$ cat src/rtl/or_loop_pkg.sv
// Shared types and helpers for the OR-loop storage element.
// The state enum and the once-per-round width update live here so the FSM
// and any future variant agree on the same rules.
package or_loop_pkg;

  typedef enum logic [1:0] {
    IDLE    = 2'd0,
    CAPTURE = 2'd1,
    CIRC    = 2'd2,
    LATCHED = 2'd3
  } state_e;

  // Width update applied once per round. A pulse wider than half a round
  // grows toward a full loop; otherwise it shrinks toward nothing. Because
  // the loop length is odd, no pulse sits exactly at the midpoint.
  function automatic int unsigned round_update(input int unsigned w,
                                               input int unsigned loop_len,
                                               input int unsigned grow);
    int unsigned res;
    if (2 * w > loop_len) begin
      res = (w + grow > loop_len) ? loop_len : w + grow;
    end else begin
      res = (w > grow) ? w - grow : 0;
    end
    return res;
  endfunction

endpackage

$ cat src/rtl/or_loop_sync.sv
// Two-flop input synchronizer for the OR-loop input.
// Only compiled when IN_SYNC_EN is defined; the default build feeds the
// loop input straight into the FSM and has no use for this module.
`ifdef IN_SYNC_EN
module or_loop_sync (
  input  logic clk,
  input  logic rst_n,
  input  logic d_i,
  output logic q_o
);

  logic meta_q;
  logic sync_q;

  // Two back-to-back flops; both clear to 0 so no false pulse after reset.
  always_ff @(posedge clk or negedge rst_n) begin
    if (!rst_n) begin
      meta_q <= 1'b0;
      sync_q <= 1'b0;
    end else begin
      meta_q <= d_i;
      sync_q <= meta_q;
    end
  end

  assign q_o = sync_q;

endmodule
`endif

$ cat src/rtl/or_loop.sv
// OR gate with a buffered feedback loop, modelled at cycle level.
// A captured pulse of width w circulates with a round time of LOOP_LEN
// cycles; each round it widens (if more than half a round) or narrows,
// until it fills the loop (latched) or vanishes (idle).
// Optional macro IN_SYNC_EN: pass myin through a 2-flop synchronizer,
// adding two cycles of input latency.
module or_loop
  import or_loop_pkg::*;
#(
  parameter int unsigned LOOP_LEN = 29,
  parameter int unsigned GROW     = 1
) (
  input  logic clk,
  input  logic rst_n,
  input  logic myin,
  input  logic fb_clr,
  output logic myout,
  output logic latched,
  output logic busy
);

  localparam int unsigned W = $clog2(LOOP_LEN + 1);
  localparam logic [W-1:0] LEN_W  = W'(LOOP_LEN);
  localparam logic [W-1:0] LAST_W = W'(LOOP_LEN - 1);

  logic in_q;

`ifdef IN_SYNC_EN
  or_loop_sync u_sync (
    .clk   (clk),
    .rst_n (rst_n),
    .d_i   (myin),
    .q_o   (in_q)
  );
`else
  assign in_q = myin;
`endif

  state_e       state_q;
  logic [W-1:0] w_q;
  logic [W-1:0] phase_q;
  logic         myout_q;
  logic         latched_q;
  logic         busy_q;

  logic         head_d;
  logic [W-1:0] w_ext_d;
  logic [W-1:0] w_upd_d;

  // Loop-head value, the width after any OR-extension by a late input
  // pulse, and the width that results from the end-of-round update.
  always_comb begin
    head_d  = 1'b0;
    w_ext_d = w_q;
    w_upd_d = w_q;
    case (state_q)
      IDLE:             head_d = 1'b0;
      CAPTURE, LATCHED: head_d = 1'b1;
      CIRC: begin
        head_d = (phase_q < w_q) | in_q;
        if (in_q && (phase_q >= w_q)) begin
          w_ext_d = phase_q + 1'b1;
        end
        w_upd_d = W'(round_update(32'(w_ext_d), LOOP_LEN, GROW));
      end
      default: head_d = 1'b0;
    endcase
  end

  // Single FSM: state, w/phase counters and registered outputs.
  always_ff @(posedge clk or negedge rst_n) begin
    if (!rst_n) begin
      state_q   <= IDLE;
      w_q       <= '0;
      phase_q   <= '0;
      myout_q   <= 1'b0;
      latched_q <= 1'b0;
      busy_q    <= 1'b0;
    end else if (fb_clr) begin
      state_q   <= IDLE;
      w_q       <= '0;
      phase_q   <= '0;
      myout_q   <= 1'b0;
      latched_q <= 1'b0;
      busy_q    <= 1'b0;
    end else begin
      myout_q <= head_d;
      case (state_q)
        IDLE: begin
          if (in_q) begin
            state_q <= CAPTURE;
            w_q     <= W'(1);
          end
        end
        CAPTURE: begin
          if (in_q) begin
            if (w_q < LEN_W) w_q <= w_q + 1'b1;
          end else if (w_q >= LEN_W) begin
            state_q   <= LATCHED;
            latched_q <= 1'b1;
          end else begin
            state_q <= CIRC;
            phase_q <= '0;
            busy_q  <= 1'b1;
          end
        end
        CIRC: begin
          if (phase_q == LAST_W) begin
            phase_q <= '0;
            w_q     <= w_upd_d;
            if (w_upd_d == LEN_W) begin
              state_q   <= LATCHED;
              latched_q <= 1'b1;
              busy_q    <= 1'b0;
            end else if (w_upd_d == '0) begin
              state_q <= IDLE;
              busy_q  <= 1'b0;
            end
          end else begin
            phase_q <= phase_q + 1'b1;
            w_q     <= w_ext_d;
          end
        end
        LATCHED: begin
          state_q <= LATCHED;
        end
        default: begin
          state_q <= IDLE;
          w_q     <= '0;
          phase_q <= '0;
        end
      endcase
    end
  end

  assign myout   = myout_q;
  assign latched = latched_q;
  assign busy    = busy_q;

endmodule

$ cat config.mk
export PLATFORM = sky130hd
export DESIGN_NAME = or_loop
export DESIGN_NICKNAME = d
export VERILOG_FILES = /design/src/rtl/or_loop_pkg.sv /design/src/rtl/or_loop_sync.sv /design/src/rtl/or_loop.sv
export SDC_FILE = /design/constraint.sdc
export NUM_CORES = 1
export LEC_CHECK = 0
export BUFFER_PORTS_ARGS = -buffer_cell sky130_fd_sc_hd__buf_4
export CORE_UTILIZATION = 63
export DETAILED_ROUTE_END_ITERATION = 16
export PLACE_DENSITY = 0.9
export SLEW_MARGIN = 20
export SYNTH_ARGS = -nofsm -noshare
export SYNTH_HDL_FRONTEND = slang
export SYNTH_SLANG_ARGS = --single-unit
export TNS_END_PERCENT = 50
$ cat constraint.sdc
create_clock -name clk -period 5.6 [get_ports clk]
set_clock_uncertainty 0.05 [all_clocks]
set_input_delay 0.28 -clock clk [delete_from_list [all_inputs] [get_ports clk]]
set_output_delay 0.28 -clock clk [all_outputs]
set_load 0.03 [all_outputs]
=== Word-level counts from Yosys, hierarchy flattened ===
Cells that the tools add are included.

* Bits in registers: 15
* Bits of input ports: 4
* Output and inout port bits: 3
* Logic and storage cells: 83

* $add $sub $neg: 4
* $lt $le $gt $ge: 7
* Equality and inequality tests: 14
* Muxes and demuxes: 40
* Bitwise gates (word level): 1
* Reduce and logical (&&, ||, !) cells: 11

{| class="wikitable"
|+ Operators with widths
! kind !! count
|-
| two-way mux 5 bit || 15
|-
| inequality test 3 bit (second input constant) || 8
|-
| case mux 5 bit (3 select lines) || 1
|-
| two-way mux 1 bit || 13
|-
| greater-than comparator 6 x 5 -> 1 bit (second input constant) || 2
|-
| two-way mux 2 bit || 6
|-
| adder 5 x 1 -> 5 bit (second input constant) || 2
|-
| equality test 5 bit (second input constant) || 2
|-
| case mux 5 bit (2 select lines) || 1
|-
| AND reduction 5 bit || 2
|-
| case mux 2 bit (4 select lines) || 1
|-
| AND reduction 4 bit || 2
|-
| adder 5 x 1 -> 6 bit (second input constant) || 1
|-
| greater-or-equal comparator 5 bit || 1
|-
| greater-or-equal comparator 5 bit (second input constant) || 1
|-
| greater-than comparator 5 x 1 -> 1 bit (second input constant) || 1
|-
| zero test 5 bit || 1
|-
| less-than comparator 5 bit || 1
|-
| less-than comparator 5 bit (second input constant) || 1
|-
| subtractor 5 x 1 -> 5 bit (second input constant) || 1
|-
| equality test 2 bit (second input constant) || 2
|-
| inequality test 4 bit (second input constant) || 1
|-
| case mux 1 bit (2 select lines) || 2
|-
| nonzero test 4 bit || 1
|-
| other kinds (8) || 8
|}

=== Depth between registers and ports, before layout ===
Gate-level depths: netlist (run 1).

* Depth in word-level cells: 15
* Mapped depth: 21
* Depth with buffers taken out: 18

=== Least setup slack after synthesis (run 1) ===
OpenSTA, ideal clock, no wires.

* Path kind: reg2reg
* Start point: register w_q[2]
* End point: register state_q[1]
* Library setup time: 127 ps
* Data arrival time: 4365 ps
* Data required time: 5423 ps
* Path slack: 1058 ps
* Stages on the path, launching flop included: 21
* Path buffers: 3
* Clock period less this slack: 4542 ps
* Cell sequence: dfrtp_1 > clkbuf_1 > inv_1 > ha_1 > a21oi_1 > o2bb2ai_2 > or2_1 > buf_6 > buf_6 > a21oi_1 > inv_1 > ha_1 > or2_1 > nor3_1 > o311ai_2 > and4_1 > nor4_4 > a41oi_1 > or4_4 > a2111oi_2 > o2bb2ai_1

* Word-level cells in the longest chain between the ends: 14
* Elaborated cells between the ends (all ways): 21
* Those cells by class: add/sub (2); order compare (4); eq/ne (2); mux (10); reduce/logical (3)

{| class="wikitable"
|+ RTL lines
! item !! RTL line !! source
|-
| from (decl) || or_loop.sv:40 || <nowiki>logic [W-1:0] w_q;</nowiki>
|-
| from (signal assigned) || or_loop.sv:97 || <nowiki>if (w_q < LEN_W) w_q <= w_q + 1'b1;</nowiki>
|-
| from (signal assigned) || or_loop.sv:110 || <nowiki>w_q <= w_upd_d;</nowiki>
|-
| from (signal assigned) || or_loop.sv:121 || <nowiki>w_q <= w_ext_d;</nowiki>
|-
| greater-or-equal comparator 5 bit || or_loop.sv:61 || <nowiki>if (in_q && (phase_q >= w_q)) begin</nowiki>
|-
| logical AND 1 bit || or_loop.sv:61 ||
|-
| two-way mux 5 bit || or_loop.sv:61 ||
|-
| two-way mux 5 bit || or_loop.sv:56 || <nowiki>case (state_q)</nowiki>
|-
| adder 5 x 1 -> 6 bit || or_loop_pkg.sv:21 || <nowiki>res = (w + grow > loop_len) ? loop_len : w + grow;</nowiki>
|-
| greater-than comparator 6 x 5 -> 1 bit || or_loop_pkg.sv:21 ||
|-
| two-way mux 5 bit || or_loop_pkg.sv:21 ||
|-
| two-way mux 5 bit || or_loop_pkg.sv:20 || <nowiki>if (2 * w > loop_len) begin</nowiki>
|-
| two-way mux 5 bit (*) || or_loop.sv:56 ||
|-
| equality test 5 bit || or_loop.sv:111 || <nowiki>if (w_upd_d == LEN_W) begin</nowiki>
|-
| two-way mux 2 bit || or_loop.sv:111 ||
|-
| two-way mux 2 bit || or_loop.sv:108 || <nowiki>if (phase_q == LAST_W) begin</nowiki>
|-
| case mux 2 bit (4 select lines) || or_loop.sv:88 || <nowiki>case (state_q)</nowiki>
|-
| two-way mux 2 bit || or_loop.sv:79 || <nowiki>end else if (fb_clr) begin</nowiki>
|-
| to (signal assigned) || or_loop.sv:80 || <nowiki>state_q <= IDLE;</nowiki>
|-
| to (signal assigned) || or_loop.sv:91 || <nowiki>state_q <= CAPTURE;</nowiki>
|-
| to (signal assigned) || or_loop.sv:112 || <nowiki>state_q <= LATCHED;</nowiki>
|-
| to (decl) || or_loop.sv:39 || <nowiki>state_e state_q;</nowiki>
|}

Every way passes the cells marked *; elsewhere a longest branch is shown, timed or not. The select of a mux whose other input is x is not followed.
A chain may end at the register's enable or synchronous reset.

=== Worst setup path after layout (run 1) ===
* Start point: register w_q[1]
* End point: register state_q[1]

Same word-level chain as after synthesis.

==> metrics.cfg, run 1 <==
[logic_synthesis]
netlist_area_sq_mm = 0.002061
synth_ff_type = dfrtp_1
syn-num-nets = 286
synth.avg_cell_area_sq_um = 7.806
ys_seq_area_share_pct = 18.21
ys_warn_count = 0
synthCells = 264
synth-seq-cells = 15
async_flop_share_pct = 100.0
ys_types = 67
synth_edf_count = 0

[final_layout]
final_cell_mix = nand2_1, nor2_1, o21ai_0, ha_1, buf_4
regArea_sq_um = 375.4
postLayoutCellArea_sq_mm = 0.002191
multi_input_area_sq_mm = 0.001528
drive_gt1_share_pct = 15.87
finalNetCount = 294
fill_cells = 251
syn2layout_area_growth_pct = 6.314
antenna_cells = 0
final_common_cell = nand2_1

[run]
drv_cap = 0

[pwr]
p_sw_share_pct = 51.79
pwr-share-clk_pct = 10.2
power_frac_seq_pct = 22.0
p_per_area_mw_per_mm2 = 304.9
p_switching_uw = 346.0
comb_power_share_pct = 67.8
p_leak_uw = 0.0009042
peakVddDrop_mv = 0.2498
intPower_uw = 322.0

[floorplan]
rows = 20
io-pin-count = 7
start_util_pct = 66.95
die_x_um = 59.19
core_sq_mm = 0.003078
die_area_sq_mm = 0.003503
die_y_um = 59.19

[cts]
ctsLongestPathBuffers = 2
cts_tree = built
clk_latency_ns = 0.31
htreeDepth = 1
cts_root_buf = clkbuf_4
path_clk_slew_ns = 0.10
cts-buffers-inserted = 3
cts.sinks = 15

[detailed_routing]
vias = 2171
drt_first_pass_iters = 5
drtAntennaViolNets = 0
route.detailed.drc = 0
wl_per_cell_um = 18.90
via_per_inst = 6.892
wl_um = 5955
first_iter_violations = 374

[critical_path]
critPathCaptureType = flip-flop
critPathKind = reg2reg
max_stage_delay_ns = 0.55
crit_required_ns = 5.74
cp-start-kind = flip-flop
cp_slowest_cell = dfrtp_1
crit_fanout = 14
cp_data_arrival_time_ns = 5.33
path_cells = inv_1, ha_1, nand4_1, nor3_4, or2_1, nor2_1, a21oi_1, inv_1, ha_1, or2_1, nor3_1, o311ai_2, and4_1, nor4_4, a41oi_1, or4_4, a2111oi_2, o2bb2ai_1

[timing]
setup_viol = 0
rsz0062_at_grt = no
worst_pin_slew_ns = 0.6124
maxSlewViolCount = 0
fin_crit_sh_pct = 92.64
hold_viol = 0
tns_ns = 0
fin_crit_ns = 5.188
fmax_mhz = 192.8
max_slew_margin_pct = 59.17

[grt]
grt_max_degree = 18
overflow = 0
grt_antenna_before_repair = 0
grt_pass1_wl_um = 9639
grt_usage_pct = 36.80
first_global_vias = 1923

[placement]
io_buffers = 6
dpl.hpwl_um = 4592
dpl_cell_area_sq_mm = 0.002153
gp_congestion = 1.101

[run_status]
status = finished clean

[min_path]
hold_path.class = in2reg

-- routing by layer --
metal	up-vias	GRT usage (%)	part of all wire, %
met2	139	57.14	45
li1	1015	-	-
met4	0	7.143	1.9
met1	999	52.02	40
met5	-	0	0
met3	18	8.515	13
-- stage by stage --
stage,util (%),hold slack (ns),power [uW],setup slack (ns),instances
floorplan,-,-0.06559,465.7,1.058,264
global placement,69.96,0.09211,581.5,0.7302,310
detailed placement,69.96,0.09503,581.4,0.5326,310
CTS,71.18,0.1637,648.0,0.5097,315
global route,71.18,0.1771,704.7,0.05429,315
finish,71.18,0.1653,668.0,0.4121,315
-- worst paths after layout --
check                       start    endpoint  slack, ns  cells past startpoint
setup reg to reg           w_q[1]  state_q[1]       0.41                     18
setup / recovery           w_q[1]  state_q[1]       0.41                     18
hold reg to reg              busy        busy       0.54                      2
hold / removal             fb_clr  state_q[0]       0.17                      2
max in group asynchronous   rst_n      w_q[0]       4.99                      2
min in group asynchronous   rst_n        busy       0.33                      2
-- worst max-delay path: cells and delay by family (launching register included) --
kind | cells | cell delay [ns]
flops | 1 | 0.55
fa+ha+maj | 2 | 0.56
simple gates | 9 | 2.59
compound gates | 5 | 1.09
buf+inv | 2 | 0.25
-- sequential cells by signal (all words and copies together), names as in the netlist --
signal	flops
state_q	2
phase_q	5
w_q	5
myout	1
busy	1
latched	1
-- area by class of cell --
| type | count | share of cell area, % |
|---|---|---|
| Clock buffer | 3 | 1.028 |
| Clock inverter | 1 | 0.2284 |
| Inverter | 16 | 2.741 |
| Multi-Input combinational cell | 217 | 69.73 |
| Sequential cell | 15 | 17.13 |
| Tap cell | 44 | 2.513 |
| Timing Repair Buffer | 19 | 6.625 |
-- power groups by stage --
stage                     clock network [uW]  registers, uW  logic [uW]
after floorplan                            0            154         312
after detailed placement                   0            146         435
after global routing                    70.7            147         487
final                                   68.4            147         453
after global placement                     0            146         436
after CTS                               66.2            145         437
-- synthesized netlist by cell type, types with 2 or more instances --
cell	n	area (sq um)
a21o_1	5	37.54
o31ai_1	4	30.03
nand2_1	22	82.58
and3_1	3	18.77
nor2b_1	2	12.51
mux2_2	3	33.78
a21oi_1	15	75.07
nand3_1	7	35.03
nand4_1	5	31.28
a31oi_1	3	18.77
a311oi_1	2	17.52
o21ai_0	18	90.09
buf_4	2	15.01
clkbuf_1	5	18.77
a22o_1	3	26.28
a2111oi_2	2	30.03
mux2i_1	3	30.03
nand2b_1	6	37.54
o22ai_1	5	31.28
ha_1	18	225.2
nor3_1	14	70.07
a211oi_1	3	22.52
o21ai_1	2	10.01
nor2_1	21	78.83
a2111oi_0	2	17.52
and3_2	2	15.01
buf_6	3	33.78
a41oi_1	2	17.52
o21bai_1	2	15.01
o211ai_1	3	22.52
buf_2	6	30.03
xnor2_1	5	43.79
dfrtp_1	15	375.4
and4_1	2	17.52
inv_1	15	56.30
or2_1	3	18.77
-- logic make-up after synthesis --
family          Yosys count  synth area share [%]
simple gates            100                 26.35
xor+xnor                  5                 2.125
mux                       6                 3.096
flops                    15                 18.21
buf+inv                  32                 7.650
compound gates           88                 31.63
fa+ha+maj                18                 10.93
-- repair_timing --
item                                   in CTS  in global routing
setup buffers                               0                  0
gates resized for setup                     0                  0
hold buffers                                1                  0
endpoints found under the hold margin      15                  0
(Power assumes the default switching activity.)
==> run 2, diff against run 1 <==
--- a/config.mk
+++ b/config.mk
@@ -5,10 +5,12 @@
 export SDC_FILE = /design/constraint.sdc
 export NUM_CORES = 1
 export LEC_CHECK = 0
+export ABC_AREA = 1
 export BUFFER_PORTS_ARGS = -buffer_cell sky130_fd_sc_hd__buf_4
-export CORE_UTILIZATION = 63
+export CORE_UTILIZATION = 62
 export DETAILED_ROUTE_END_ITERATION = 16
-export PLACE_DENSITY = 0.9
+export PLACE_DENSITY = 0.89
+export REMOVE_ABC_BUFFERS = 1
 export SLEW_MARGIN = 20
 export SYNTH_ARGS = -nofsm -noshare
 export SYNTH_HDL_FRONTEND = slang
==> constraint.sdc (replaced) <==
create_clock -name clk -period 5.6 [get_ports clk]
set_clock_uncertainty 0.05 [all_clocks]
set_input_delay 1.12 -clock clk [delete_from_list [all_inputs] [get_ports clk]]
set_output_delay 1.12 -clock clk [all_outputs]
set_load 0.03 [all_outputs]
==> run 2 against run 1 <==
Area after synthesis down 11%. First-iteration DRC count down 70%. Power decreased by 5.8%. Critical path depth up 6. Synthesized cell count up 6.1%. Via count down 18%. Final cell count increased by 0.95%. Largest cell class unchanged. Largest power group unchanged. Highest routed layer unchanged.
==> metrics.cfg, run 2 <==
[run_status]
status = finished clean

[timing]
max_slew_margin_pct = 73.61  ; +14 points
hold_ws_ns = 0.4532  ; +0.2878 ns
tns_ns = 0  ; unchanged
setup_viol = 0  ; unchanged
fin_crit_sh_pct = 58.63  ; -34 points
maxSlewViolCount = 0  ; unchanged
fin_crit_ns = 3.283  ; -1.905 ns
fmax_mhz = 304.6  ; +58%
hold_viol = 0  ; unchanged
worst_pin_slew_ns = 0.3959  ; -0.2165 ns
rsz0062_at_grt = no

[detailed_routing]
via_per_inst = 5.604  ; -19%
first_iter_violations = 114  ; -70%
vias = 1782  ; -18%
drtAntennaViolNets = 0  ; unchanged
wl_um = 4133  ; -31%
drt_first_pass_iters = 4  ; -1
route.detailed.drc = 0  ; unchanged
wl_per_cell_um = 13.00  ; -31%

[cts]
path_clk_slew_ns = 0.08  ; -0.02 ns
ctsLongestPathBuffers = 2  ; unchanged
clk_latency_ns = 0.28  ; -0.03 ns
cts-buffers-inserted = 3  ; unchanged
cts.sinks = 15  ; unchanged
postCtsSetupBuffers = 0  ; unchanged
cts_tree = built
cts_root_buf = clkbuf_4
htreeDepth = 1  ; unchanged
cts_resized = 0  ; unchanged
hold_buffers = 0  ; -1

[logic_synthesis]
ys_types = 32  ; -52%
ys_seq_area_share_pct = 20.48  ; +2.3 points
synth_common_cells = nand2_1, inv_1, nand3_1, nor2_1, ha_1
synth_top_area_share_pct = 20.48  ; +2.3 points
synth_top_family_by_area = simple AND/OR/NAND/NOR gates
async_flop_share_pct = 100.0  ; unchanged
synth_most_common_cell = nand2_1
ys_warn_count = 0  ; unchanged
synth_edf_count = 0  ; unchanged
synth-compound-area-share_pct = 12.90  ; -19 points
synthSimpleGateAreaFrac_pct = 40.55  ; +14 points
synth-xor-area-share_pct = 2.389  ; +0.26 points
synth_top_cells_by_area = dfrtp_1, nand2_1, ha_1
netlist_area_sq_mm = 0.001833  ; -11%
synthCells = 280  ; +6.1%
synth_ff_type = dfrtp_1
synth.avg_cell_area_sq_um = 6.546  ; -16%
synth-seq-cells = 15  ; unchanged
synthMuxAreaShare_pct = 0  ; -3.1 points
synth_area_leader_cell = dfrtp_1
yosys.area_share.adder_pct = 12.29  ; +1.4 points

[grt]
grt_max_degree = 16  ; -2
grt_usage_pct = 29.60  ; -7.2 points
overflow = 0  ; unchanged
grt_use_met2_pct = 44.90  ; -12 points
grt_pass1_wl_um = 7341  ; -24%
met3_usage_pct = 5.069  ; -3.4 points
busiest_layer = met2
grt_antenna_before_repair = 0  ; unchanged
first_global_vias = 1676  ; -13%
use_met1_pct = 40.32  ; -12 points

[floorplan]
io-pin-count = 7  ; unchanged
core_sq_mm = 0.002781  ; -9.6%
rows = 19  ; -5.0%
die_area_sq_mm = 0.003178  ; -9.3%
start_util_pct = 65.90  ; -1.0 points
die_x_um = 56.38  ; -4.8%
die_y_um = 56.38  ; -4.8%

[pwr]
p_per_area_mw_per_mm2 = 329.8  ; +8.2%
power_frac_seq_pct = 24.8  ; +2.8 points
p_leak_uw = 0.001001  ; +11%
p_switching_uw = 331.3  ; -4.2%
comb_power_share_pct = 65.9  ; -1.9 points
intPower_uw = 297.6  ; -7.6%
peakVddDrop_mv = 0.3658  ; +46%
pwr-share-clk_pct = 9.4  ; -0.8 points
p_sw_share_pct = 52.68  ; +0.89 points

[final_layout]
final_cell_mix = nand2_1, inv_1, nand3_1, nor2_1, ha_1
syn2layout_area_growth_pct = 4.027
fill_cells = 243  ; -3.2%
largestRegisters = phase_q x5, w_q x5, state_q x2
drive_gt1_share_pct = 11.15  ; -4.7 points
antenna_cells = 0  ; unchanged
finalNetCount = 310  ; +5.4%
final_common_cell = nand2_1
post-route-util_pct = 68.56  ; -2.6 points

[min_path]
worstHoldStart = busy
worstHoldEndpoint = busy
hold_path_depth = 2  ; unchanged
hold_path.class = reg2reg

[critical_path]
rr_endpoint = state_q[0]
crit_required_ns = 5.72  ; -0.02 ns
regToRegSetupSlack_ns = 2.32  ; +1.90 ns
cp-start-kind = flip-flop
reg2reg_depth = 24  ; +6
cp_data_arrival_time_ns = 3.40  ; -1.93 ns
worstReg2RegStart = w_q[3]
crit_fanout = 10  ; -4
critPathKind = reg2reg
critPathCaptureType = flip-flop

[placement]
gp_congestion = 0.9776  ; -11%
dpl.hpwl_um = 3398  ; -26%
io_buffers = 6  ; unchanged

[run]
drv_cap = 0  ; unchanged

run 2: cell count changes in the layout (fill, tap and decap cells not counted), moves of 5 or more:
cell | previous run | this run
inv_1 | 15 | 45
xor2_1 | 0 | 5
o21ai_0 | 18 | 13
nand2_1 | 22 | 72
nand2b_1 | 6 | 0
buf_4 | 18 | 6
a21oi_1 | 15 | 6
nor2_1 | 21 | 27
nand3_1 | 7 | 27
xnor2_1 | 5 | 0
a21o_1 | 5 | 0
nand2_2 | 1 | 7
nor3_1 | 14 | 2
run 2: worst max-delay path, stage by stage, from the launching register on:
cell     delay (ns)
dfrtp_1        0.43
inv_1          0.18
ha_1           0.32
nand2_1        0.06
inv_2          0.09
nand4_1        0.13
nand3_4        0.18
nand2_4        0.10
nand2_1        0.08
nand2_2        0.11
ha_1           0.25
inv_1          0.09
nand4_1        0.12
inv_1          0.07
nand3_1        0.10
nand2_1        0.11
nor2_2         0.04
nor2_1         0.08
nand2_1        0.06
nor2_2         0.11
nand2_2        0.08
nand3_2        0.09
nand3_2        0.10
nand2_1        0.08
o21ai_1        0.06
run 2: power groups by stage:
stage                     Combinational (uW)  Sequential [uW]  Clock (uW)
after CTS                                411              155        62.1
after global routing                     472              158        67.7
after floorplan                          302              165           0
after global placement                   401              156           0
final                                    414              156        58.9
after detailed placement                 408              157           0
run 2: cell families after synthesis:
| family | after synthesis |
|---|---|
| and+or+nand+nor | 155 |
| buffers and inverters | 49 |
| AOI/OAI and AO/OA | 38 |
| adders and majority gates | 18 |
| DFF | 15 |
| xor gates and xnor gates | 5 |
run 2: per-layer routing:
layer | routed length, um | vias to the layer above
li1 | - | 920
met5 | 0 | -
met2 | 1842 | 70
met4 | 113 | 0
met3 | 316 | 11
met1 | 1861 | 781
run 2: cell type report:
class	count	area, sq um	share of cell area [%]
clock buffer	4	26.28	1.378
inverter	46	172.7	9.055
multi-input combinational	216	1249	65.49
sequential	15	375.4	19.69
tap	31	38.79	2.034
timing repair buffer	6	45.04	2.362
run 2: worst max path at each step:
stage | from | end | slack (ns) | depth (start not counted)
global route | w_q[3] | state_q[0] | 1.98 | 24
floorplan | w_q[2] | busy | 2.73 | 23
global placement | w_q[3] | busy | 2.44 | 24
finish | w_q[3] | state_q[0] | 2.32 | 24
detailed placement | w_q[3] | state_q[0] | 2.36 | 24
CTS | w_q[3] | state_q[0] | 2.34 | 24
run 2: metrics by stage:
stage	setup slack, ns	cell area, sq um	power [uW]	std cells
finish	2.317	1907	628.9	318
floorplan	2.726	1797	467.1	277
CTS	2.342	1907	628.1	318
detailed placement	2.363	1881	565.4	314
global placement	2.437	1881	557.2	314
global route	1.981	1907	697.4	318
